### src/rtl/cdi_bus_pkg.sv
// cdi_bus_pkg: SCC68070 bus memory map, decode targets and controller states.
package cdi_bus_pkg;
    localparam logic [23:0] MCD212_LO_END  = 24'h27FFFF;
    localparam logic [23:0] MCD212_HI_BASE = 24'h400000;
    localparam logic [23:0] MCD212_HI_END  = 24'h5FFFFF;
    localparam logic [7:0]  CDIC_PAGE      = 8'h30;
    localparam logic [7:0]  SLAVE_PAGE     = 8'h31;
    localparam logic [7:0]  NVRAM_PAGE     = 8'h32;
    localparam logic [23:0] ERR1_BASE      = 24'h600000;
    localparam logic [23:0] ERR1_END       = 24'hCFFFFF;
    localparam logic [23:0] ERR2_BASE      = 24'hF00000;
    typedef enum logic [2:0] {TGT_NONE, TGT_MCD212, TGT_CDIC, TGT_SLAVE, TGT_NVRAM, TGT_ERR} bus_target_e;
    typedef enum logic [1:0] {IDLE, ACTIVE, TERM} bus_state_e;
endpackage

### src/rtl/attex_bus_if.sv
// attex_bus_if: CPU strobes/address, target data/acks and the controller's selects and handshakes.
interface attex_bus_if;
    logic        as, uds, lds, write_strobe, iack4;
    logic [22:0] addr;
    logic [15:0] mcd212_dout, cdic_dout;
    logic [7:0]  slave_dout, nvram_dout;
    logic        mcd212_ack, cdic_ack, slave_ack, nvram_ack;
    logic        cs_mcd212, cs_cdic, cs_slave, cs_nvram;
    logic [15:0] data_in;
    logic        bus_ack, bus_err;
    modport slave (
        input  as, uds, lds, write_strobe, iack4, addr,
        input  mcd212_dout, cdic_dout, slave_dout, nvram_dout,
        input  mcd212_ack, cdic_ack, slave_ack, nvram_ack,
        output cs_mcd212, cs_cdic, cs_slave, cs_nvram, data_in, bus_ack, bus_err
    );
    modport master (
        output as, uds, lds, write_strobe, iack4, addr,
        output mcd212_dout, cdic_dout, slave_dout, nvram_dout,
        output mcd212_ack, cdic_ack, slave_ack, nvram_ack,
        input  cs_mcd212, cs_cdic, cs_slave, cs_nvram, data_in, bus_ack, bus_err
    );
endinterface

### src/rtl/attex_addr_decode.sv
// attex_addr_decode: maps a CPU word address to its bus target; forbidden regions win over every window.
module attex_addr_decode
    import cdi_bus_pkg::*;
(
    input  logic [22:0]  addr,
    output bus_target_e  tgt
);
    logic [23:0] w_a;
    assign w_a = {addr, 1'b0};
    always_comb
        tgt = ((w_a >= ERR1_BASE && w_a <= ERR1_END) || w_a >= ERR2_BASE) ? TGT_ERR :
              (w_a <= MCD212_LO_END || (w_a >= MCD212_HI_BASE && w_a <= MCD212_HI_END)) ? TGT_MCD212 :
              (w_a[23:16] == CDIC_PAGE)  ? TGT_CDIC :
              (w_a[23:16] == SLAVE_PAGE) ? TGT_SLAVE :
              (w_a[23:16] == NVRAM_PAGE) ? TGT_NVRAM : TGT_NONE;
endmodule

### src/rtl/attex_bus_ctrl.sv
// attex_bus_ctrl: SCC68070 bus controller -- chip selects, read mux, ack/timeout/bus-error FSM, fault log.
module attex_bus_ctrl
    import cdi_bus_pkg::*;
#(
    parameter int TIMEOUT_CYCLES = 1023,
    parameter int FAULT_CNT_W    = 8
) (
    input  logic                   clk30,
    input  logic                   reset,
    attex_bus_if.slave             bus,
    output logic [23:0]            fault_addr,
    output logic [FAULT_CNT_W-1:0] fault_cnt
);
    localparam logic [9:0] TO_LAST = 10'(TIMEOUT_CYCLES - 1);
    bus_target_e w_tgt, w_sel;
    bus_state_e  r_state, w_nxt;
    logic [9:0]  r_cnt;
    logic        r_ack, r_err, w_live, w_tgt_ack, w_ack, w_err;
    attex_addr_decode u_dec (.addr(bus.addr), .tgt(w_tgt));
    assign w_sel         = bus.as ? w_tgt : TGT_NONE;
    assign bus.cs_mcd212 = w_sel == TGT_MCD212;
    assign bus.cs_cdic   = w_sel == TGT_CDIC;
    assign bus.cs_slave  = w_sel == TGT_SLAVE;
    assign bus.cs_nvram  = w_sel == TGT_NVRAM;
    // A cycle is live from the strobe cycle in IDLE until it terminates or as drops.
    assign w_live = (r_state == IDLE && bus.as && (bus.uds || bus.lds)) || (r_state == ACTIVE && bus.as);
    assign w_tgt_ack = bus.iack4 || (bus.cs_mcd212 && bus.mcd212_ack) || (bus.cs_cdic && bus.cdic_ack) ||
                       (bus.cs_slave && bus.slave_ack) || (bus.cs_nvram && (bus.nvram_ack || bus.write_strobe));
    assign w_ack = w_live && w_tgt_ack;
    assign w_err = w_live && !w_tgt_ack && (w_sel == TGT_ERR || (r_state == ACTIVE && r_cnt == TO_LAST));
    always_comb begin
        bus.data_in = bus.iack4 ? bus.cdic_dout :
                      bus.cs_mcd212 ? bus.mcd212_dout :
                      bus.cs_cdic ? bus.cdic_dout :
                      bus.cs_slave ? {bus.slave_dout, bus.slave_dout} :
                      bus.cs_nvram ? {bus.nvram_dout, bus.nvram_dout} : 16'h0000;
        bus.bus_ack = (r_state == TERM) ? r_ack : w_ack;
        bus.bus_err = (r_state == TERM) ? r_err : w_err;
        w_nxt = (r_state == TERM) ? (bus.as ? TERM : IDLE) :
                (w_ack || w_err) ? TERM :
                w_live ? ACTIVE : IDLE;
    end
    always_ff @(posedge clk30) begin
        if (reset) begin
            r_state    <= IDLE;
            r_cnt      <= '0;
            r_ack      <= 1'b0;
            r_err      <= 1'b0;
            fault_addr <= '0;
            fault_cnt  <= '0;
        end else begin
            r_state <= w_nxt;
            r_cnt   <= (r_state == ACTIVE && w_nxt == ACTIVE) ? r_cnt + 10'd1 : '0;
            if (r_state != TERM) begin
                r_ack <= w_ack;
                r_err <= w_err;
            end
            if (w_err) begin
                fault_addr <= {bus.addr, 1'b0};
                fault_cnt  <= (&fault_cnt) ? fault_cnt : fault_cnt + 1'b1;
            end
        end
    end
endmodule

### src/flat_wrapper.sv
// flat-port wrapper written by rule: the top's interface ports become plain ports
module attex_bus_ctrl_flat import cdi_bus_pkg::*;
#(
    parameter int TIMEOUT_CYCLES = 1023,
    parameter int FAULT_CNT_W    = 8
)
  (clk30, reset, fault_addr, fault_cnt, bus_as, bus_uds, bus_lds, bus_write_strobe, bus_iack4, bus_addr, bus_mcd212_dout, bus_cdic_dout, bus_slave_dout, bus_nvram_dout, bus_mcd212_ack, bus_cdic_ack, bus_slave_ack, bus_nvram_ack, bus_cs_mcd212, bus_cs_cdic, bus_cs_slave, bus_cs_nvram, bus_data_in, bus_bus_ack, bus_bus_err);
  attex_bus_if bus_i ();
  input  logic clk30;
  input  logic reset;
  output logic [23:0] fault_addr;
  output logic [FAULT_CNT_W-1:0] fault_cnt;
  input wire logic [$bits(bus_i.as)-1:0] bus_as;
  input wire logic [$bits(bus_i.uds)-1:0] bus_uds;
  input wire logic [$bits(bus_i.lds)-1:0] bus_lds;
  input wire logic [$bits(bus_i.write_strobe)-1:0] bus_write_strobe;
  input wire logic [$bits(bus_i.iack4)-1:0] bus_iack4;
  input wire logic [$bits(bus_i.addr)-1:0] bus_addr;
  input wire logic [$bits(bus_i.mcd212_dout)-1:0] bus_mcd212_dout;
  input wire logic [$bits(bus_i.cdic_dout)-1:0] bus_cdic_dout;
  input wire logic [$bits(bus_i.slave_dout)-1:0] bus_slave_dout;
  input wire logic [$bits(bus_i.nvram_dout)-1:0] bus_nvram_dout;
  input wire logic [$bits(bus_i.mcd212_ack)-1:0] bus_mcd212_ack;
  input wire logic [$bits(bus_i.cdic_ack)-1:0] bus_cdic_ack;
  input wire logic [$bits(bus_i.slave_ack)-1:0] bus_slave_ack;
  input wire logic [$bits(bus_i.nvram_ack)-1:0] bus_nvram_ack;
  output wire logic [$bits(bus_i.cs_mcd212)-1:0] bus_cs_mcd212;
  output wire logic [$bits(bus_i.cs_cdic)-1:0] bus_cs_cdic;
  output wire logic [$bits(bus_i.cs_slave)-1:0] bus_cs_slave;
  output wire logic [$bits(bus_i.cs_nvram)-1:0] bus_cs_nvram;
  output wire logic [$bits(bus_i.data_in)-1:0] bus_data_in;
  output wire logic [$bits(bus_i.bus_ack)-1:0] bus_bus_ack;
  output wire logic [$bits(bus_i.bus_err)-1:0] bus_bus_err;
  assign bus_i.as = bus_as;
  assign bus_i.uds = bus_uds;
  assign bus_i.lds = bus_lds;
  assign bus_i.write_strobe = bus_write_strobe;
  assign bus_i.iack4 = bus_iack4;
  assign bus_i.addr = bus_addr;
  assign bus_i.mcd212_dout = bus_mcd212_dout;
  assign bus_i.cdic_dout = bus_cdic_dout;
  assign bus_i.slave_dout = bus_slave_dout;
  assign bus_i.nvram_dout = bus_nvram_dout;
  assign bus_i.mcd212_ack = bus_mcd212_ack;
  assign bus_i.cdic_ack = bus_cdic_ack;
  assign bus_i.slave_ack = bus_slave_ack;
  assign bus_i.nvram_ack = bus_nvram_ack;
  assign bus_cs_mcd212 = bus_i.cs_mcd212;
  assign bus_cs_cdic = bus_i.cs_cdic;
  assign bus_cs_slave = bus_i.cs_slave;
  assign bus_cs_nvram = bus_i.cs_nvram;
  assign bus_data_in = bus_i.data_in;
  assign bus_bus_ack = bus_i.bus_ack;
  assign bus_bus_err = bus_i.bus_err;
  attex_bus_ctrl #(.TIMEOUT_CYCLES(TIMEOUT_CYCLES), .FAULT_CNT_W(FAULT_CNT_W)) u_core (.clk30(clk30), .reset(reset), .bus(bus_i), .fault_addr(fault_addr), .fault_cnt(fault_cnt));
endmodule
### config.mk
export PLATFORM = sky130hd
export DESIGN_NAME = attex_bus_ctrl_flat
export DESIGN_NICKNAME = d
export VERILOG_FILES = /design/src/rtl/cdi_bus_pkg.sv /design/src/rtl/attex_bus_if.sv /design/src/rtl/attex_addr_decode.sv /design/src/rtl/attex_bus_ctrl.sv /design/src/flat_wrapper.sv
export SDC_FILE = /design/constraint.sdc
export NUM_CORES = 1
export LEC_CHECK = 0
export ABC_CLOCK_PERIOD_IN_PS = 2600
export BUFFER_PORTS_ARGS = -buffer_cell sky130_fd_sc_hd__buf_2
export CAP_MARGIN = 10
export CORE_ASPECT_RATIO = 0.75
export CORE_UTILIZATION = 41
export DETAILED_ROUTE_END_ITERATION = 10
export PLACE_DENSITY = 0.89
export SYNTH_ARGS = -nofsm -noshare
export SYNTH_HDL_FRONTEND = slang
export SYNTH_SLANG_ARGS = --single-unit
### constraint.sdc
create_clock -name clk30 -period 2.6 [get_ports clk30]
set_input_delay 0.52 -clock clk30 [delete_from_list [all_inputs] [get_ports clk30]]
set_output_delay 0.52 -clock clk30 [all_outputs]
set_load 0.1 [all_outputs]
==> impl_metrics.tcl, run 1 <==
set metrics [dict create \
    power_density_mw_per_mm2 458 \
    placed_area_mm2 0.00412 \
    nNetsFinal 569 \
    report.final.slew_viol_count 0 \
    cts_root_buf "clkbuf_8" \
    hold_viol_final 0 \
    fp.dieH_um 69.9 \
    filler_cell_count 343 \
    insertion_delay_ps 300 \
    finalSetupTns_ps -4680 \
    slowest_delay_ps 370 \
    start_kind "input port" \
    syn_area_per_cell_um2 8.10 \
    synth_area_mm2 0.00252 \
    met3_usage 0.0991 \
    detail-route-antenna-nets 0 \
    met1_usage 0.396 \
    die-area_mm2 0.00647 \
    synth_seq_cells 45 \
    setup_ws_ps -380 \
    endpoint_kind "primary output" \
    final_area_mm2 0.00459 \
    clock_sinks 45 \
    wire_per_inst_um 22.0 \
    cts_inserted_buffers 5 \
    ys_dominant_reg_cell "dfxtp_1" \
    setup_viol 19 \
    busiest_layer "met2" \
    grt_overflow 0 \
    drive_above_1_share 0.528 \
    fin_hold_ws_ps 456 \
    drt-total-wl_um 12400 \
    ys_seq_area_frac 0.357 \
    finalCritPeriodShare 1.15 \
    antenna_cells 0 \
    cts_tree "yes" \
    drc_errors 0 \
    crit_top_cell "buf_12" \
    clockBufferDepth 2 \
    syn_to_final_growth_pct 82.0 \
    cp_data_required_time_ps 2080 \
    viasPerCell 6.17 \
    num_rows 24 \
    worstPathCellList "buf_12 > buf_6 > o32a_1 > buf_6 > a211oi_4 > buf_12 > a221oi_2 > nor2_2 > a22o_4 > buf_12" \
    grt_max_degree 28 \
    synth_warnings 0 \
    grtUsageTotal 0.358 \
    synth_cells 311 \
    min_period_ps 2980 \
    async_flop_share 0 \
    final_cell_mix "107 x buf_2, 45 x dfxtp_1, 38 x buf_4" \
    drt_pass1_iterations 5 \
    syn-num-nets 396 \
    timing.fmax_ghz 0.336 \
    use_met2 0.607 \
    slowest_stage "o32a_1" \
    hold_buffers 0 \
    crit_arrival_ps 2460 \
    portBuffers 134 \
    antenna_found_initial 0 \
    grt_pass1_vias 3453 \
    htree_levels 2 \
    critPathMaxFanout 5 \
    grt_setup_unrepaired "true" \
    vias 3472 \
    maxCapViolCount 0 \
    core_area_mm2 0.00586 \
    critPathKind "input port to primary output" \
    final_common_cell "buf_2" \
    pre_cts_ws_ps -254 \
    ios 136 \
    min_path_type "input port to register" \
    vdd_ir_drop_max_mv 0.365 \
    status "complete, but fails checks" \
    synth_edf_count 0 \
    leakage_nw 1.98 \
    fin_skew_ps 14.5 \
    synth_cell_types 51 \
    dp_hpwl_um 7080 \
    dp.cells 539 \
    clkTransAtPathRegs_ps 90 \
    gp_congestion 0.891 \
    die_x_um 92.5 \
    fin_cells 563 \
    violations "setup timing" \
    grt_pass1_wl_um 17900 \
    floorplan.initialDensity 0.430 \
    drt-initial-drc-count 393 \
]
==> through the flow <==
stage	utilization	power, W
3_3_place_gp	0.703	0.00151
2_1_floorplan	-	0.00123
4_1_cts	0.752	0.00202
5_1_grt	0.783	0.00215
3_5_place_dp	0.703	0.00153
6_report	0.783	0.00210
==> cells in the mapped netlist (all sizes together) (2+ instances only) <==
master	instances	area (um2)
a211oi	6	50.1
inv	6	22.5
mux2	4	48.8
nor2b	5	31.3
a22o	16	140
nor3	8	40.0
nand2b	14	87.6
a221oi	9	96.4
a31oi	2	12.5
o21ai	26	130
nand4	3	18.8
and2	2	12.5
nand3	34	175
a21oi	25	125
ha	3	37.5
xnor2	4	35.0
xor2	5	43.8
and3	3	18.8
nor2	34	130
mux2i	2	20.0
dfxtp	45	901
or2b	3	22.5
nand2	10	37.5
nor4	2	27.5
buf	6	47.5
or2	3	18.8
clkbuf	16	60.1
==> cell type report <==
| cell class | instances | area [um2] | area share |
|---|---|---|---|
| Tap cell | 78 | 97.6 | 0.0213 |
| Timing Repair Buffer | 188 | 1570 | 0.343 |
| Multi-Input combinational cell | 238 | 1900 | 0.413 |
| Clock inverter | 2 | 16.3 | 0.00355 |
| Sequential cell | 45 | 901 | 0.196 |
| Inverter | 6 | 22.5 | 0.00491 |
| Clock buffer | 6 | 82.6 | 0.0180 |
==> state kept, by name (all words and copies together), names as in the netlist <==
| register | cells |
|---|---|
| u_core.fault_addr | 23 |
| u_core.fault_cnt | 8 |
| u_core.r_ack | 1 |
| u_core.r_cnt | 10 |
| u_core.r_err | 1 |
| u_core.r_state | 2 |
==> path summary, 6_finish.rpt <==
kind | slack [ps] | cells past startpoint | to | start
worst max-delay path | -380 | 10 | bus_data_in[8] | bus_addr[22]
worst min-delay path | 460 | 3 | u_core.fault_addr[5] | bus_addr[4]
worst max register to register | 230 | 7 | u_core.fault_cnt[4] | u_core.r_state[0]
worst min register to register | 480 | 2 | u_core.fault_addr[8] | u_core.fault_addr[8]
==> layer usage <==
layer,up-vias,part of all wire
li1,1475,-
met1,1653,0.36
met2,263,0.49
met3,81,0.080
met4,0,0.073
met5,-,0
==> timing repair <==
item,CTS,global route
endpoints found under the setup margin,18,29
buffers inserted,10,8
pin swaps,12,21
gates cloned,1,1
gates resized for setup,20,31
==> critical path, delay by kind of cell <==
kind	cells	cell delay (ps)
AO/OA/AOI/OAI	4	910
buffers and inverters	5	740
AND/OR/NAND/NOR	1	260
==> cells by family (layout without fill, tap and decap cells) <==
| group | count (synthesis) | in the layout | share of synthesized area |
|---|---|---|---|
| buffers and inverters | 28 | 202 | 0.0516 |
| multiplexers | 6 | 6 | 0.0273 |
| AND/OR/NAND/NOR | 125 | 125 | 0.260 |
| flip-flops | 45 | 45 | 0.357 |
| other | 1 | 1 | 0.00149 |
| adder cells (fa/ha/maj) | 3 | 3 | 0.0149 |
| AO/OA/AOI/OAI | 94 | 94 | 0.256 |
| XOR/XNOR | 9 | 9 | 0.0313 |
==> power breakdown <==
| group | internal (W) | switching [W] |
|---|---|---|
| Combinational | 0.000346 | 0.000569 |
| Clock | 0.000219 | 0.000252 |
| Sequential | 0.000704 | 0.00000951 |
No activity file was read; power rests on OpenSTA's default activity.
==> run 2: changes to the inputs <==
--- a/config.mk
+++ b/config.mk
@@ -5,13 +5,13 @@
 export SDC_FILE = /design/constraint.sdc
 export NUM_CORES = 1
 export LEC_CHECK = 0
-export ABC_CLOCK_PERIOD_IN_PS = 2600
+export ABC_CLOCK_PERIOD_IN_PS = 2800
 export BUFFER_PORTS_ARGS = -buffer_cell sky130_fd_sc_hd__buf_2
 export CAP_MARGIN = 10
 export CORE_ASPECT_RATIO = 0.75
-export CORE_UTILIZATION = 41
+export CORE_UTILIZATION = 45
 export DETAILED_ROUTE_END_ITERATION = 10
-export PLACE_DENSITY = 0.89
+export PLACE_DENSITY = 0.92
 export SYNTH_ARGS = -nofsm -noshare
 export SYNTH_HDL_FRONTEND = slang
 export SYNTH_SLANG_ARGS = --single-unit
==> constraint.sdc (replaced) <==
create_clock -name clk30 -period 2.8 [get_ports clk30]
set_input_delay 0.56 -clock clk30 [delete_from_list [all_inputs] [get_ports clk30]]
set_output_delay 0.56 -clock clk30 [all_outputs]
set_load 0.1 [all_outputs]
==> run 2 against run 1 <==
The flow still finishes with violations (setup timing). Clock-buffer cell count down 1. Hold slack better by 19 ps. Largest power group unchanged. Sequential power is 7.0% lower. Highest routed layer unchanged. Register-to-register slack improved by 170 ps. Non-clock buffer count shrank 17. Design area decreased by 4.4%. Clock skew is 4.5 ps lower. Die area decreased by 8.7%. Worst setup slack gained 210 ps. First-iteration DRC count up 4.6%. Via count decreased by 3.0%.
==> impl_metrics.tcl, run 2 (synthesis results as in run 1) <==
set metrics [dict create \
    cts_root_buf "clkbuf_8" \
    endpoint_kind "primary output" \
    cp_data_required_time_ps 2240 \
    violations "setup timing" \
    report.final.slew_viol_count 0 \
    top_regs "u_core.fault_addr: 23 flops, u_core.r_cnt: 10 flops, u_core.fault_cnt: 8 flops" \
    grt_setup_unrepaired "true" \
    min_path_type "register to register" \
    wire_per_inst_um 20.5 \
    crit_top_cell "buf_12" \
    slowest_delay_ps 350 \
    portBuffers 134 \
    antenna_cells 0 \
    die_x_um 88.4 \
    regArea_um2 901 \
    num_rows 23 \
    slowest_stage "nor4_4" \
    ios 136 \
    status "complete, but fails checks" \
    tightest_slew_ps 532 \
    syn_to_final_growth_pct 74.0 \
    viasPerCell 6.20 \
    cts_inserted_buffers 5 \
    grt_pass1_vias 3181 \
    hold_viol_final 0 \
    clockBufferDepth 2 \
    finalSetupTns_ps -2170 \
    critPathKind "input port to primary output" \
    drt_pass1_iterations 5 \
    total_power_w 0.00205 \
    crit_arrival_ps 2410 \
    vias 3367 \
    insertion_delay_ps 310 \
    reg2reg_depth 6 \
    filler_cell_count 300 \
    dp_hpwl_um 6740 \
    drt-total-wl_um 11100 \
    gp_congestion 0.814 \
    pre_cts_ws_ps -196 \
    worstPathCellList "buf_8 > nor4_4 > nand3_2 > buf_6 > a211oi_4 > buf_12 > a221oi_2 > nor2_2 > a22o_4 > buf_12" \
    top_register "u_core.fault_addr" \
    critPathMaxFanout 9 \
    floorplan.initialDensity 0.468 \
    drc_errors 0 \
    drt-initial-drc-count 411 \
    fin_skew_ps 9.99 \
    leakage_nw 1.87 \
    die-area_mm2 0.00591 \
    timing.fmax_ghz 0.337 \
    relSlewSlack 0.646 \
    start_kind "input port" \
    antenna_found_initial 0 \
    min_period_ps 2970 \
    core_area_mm2 0.00538 \
    nNetsFinal 552 \
    setup_ws_ps -165 \
    final_common_cell "buf_2" \
    clock_sinks 45 \
    fp.dieH_um 66.8 \
    multi_input_area_mm2 0.00184 \
    clkTransAtPathRegs_ps 80 \
    grtUsageTotal 0.370 \
    setup_viol 17 \
    htree_levels 2 \
    detail-route-antenna-nets 0 \
    maxCapViolCount 0 \
    grt_overflow 0 \
    final_cell_mix "108 x buf_2, 45 x dfxtp_1, 32 x nand3_1" \
    cts_tree "yes" \
    power_density_mw_per_mm2 467 \
    holdPathStages 2 \
    grt_max_degree 31 \
    grt_pass1_wl_um 16200 \
    largest_register_ffs 23 \
    drive_above_1_share 0.500 \
    finalCritPeriodShare 1.06 \
    vdd_ir_drop_max_mv 0.340 \
]
run 2: routing by layer:
metal	global-route usage	vias to the layer above	routed length (um)	share of wire
met4	0.198	0	647	0.058
met3	0.0880	78	1020	0.092
met2	0.612	252	5390	0.48
met5	0	-	0	0
met1	0.444	1599	4070	0.37
li1	-	1438	-	-
run 2: area by class of cell:
type                       instances  share of cell area
timing repair buffer             171               0.318
clock buffer                       5              0.0157
clock inverter                     3              0.0148
tap                               75              0.0214
sequential                        45               0.205
multi-input combinational        238               0.419
inverter                           6             0.00514
run 2: repair_timing:
item / CTS / global route
hold buffers: 0 / 0
endpoints found under the setup margin: 17 / 28
cloned: 2 / 0
gates resized for setup: 21 / 11
setup buffers: 8 / 3
pin swaps: 7 / 3
run 2: power breakdown:
| group | switching [W] | leakage [nW] | internal (W) | total [W] |
|---|---|---|---|---|
| logic | 0.000504 | 1.44 | 0.000289 | 0.000793 |
| registers | 0.00000964 | 0.364 | 0.000653 | 0.000663 |
| clock network | 0.000236 | 0.0681 | 0.000355 | 0.000590 |
run 2: metrics by stage:
stage,area [um2],cells,hold slack [ps],util
3_5_place_dp,4000,523,463,0.744
5_1_grt,4390,543,506,0.815
2_1_floorplan,2800,311,441,-
6_report,4390,543,475,0.815
3_3_place_gp,4000,523,449,0.744
4_1_cts,4340,541,477,0.806
run 2: worst max-delay path: cells and delay by family:
family | cells | cell delay [ps]
AND/OR/NAND/NOR | 3 | 710
AO/OA/AOI/OAI | 3 | 500
buffers and inverters | 4 | 620
run 2: final timing paths:
check	from	end	slack [ps]
setup reg to reg	u_core.r_state[0]	u_core.fault_cnt[7]	400
hold / removal	u_core.fault_addr[2]	u_core.fault_addr[2]	480
setup / recovery	bus_addr[18]	bus_data_in[5]	-170
hold reg to reg	u_core.fault_addr[2]	u_core.fault_addr[2]	480
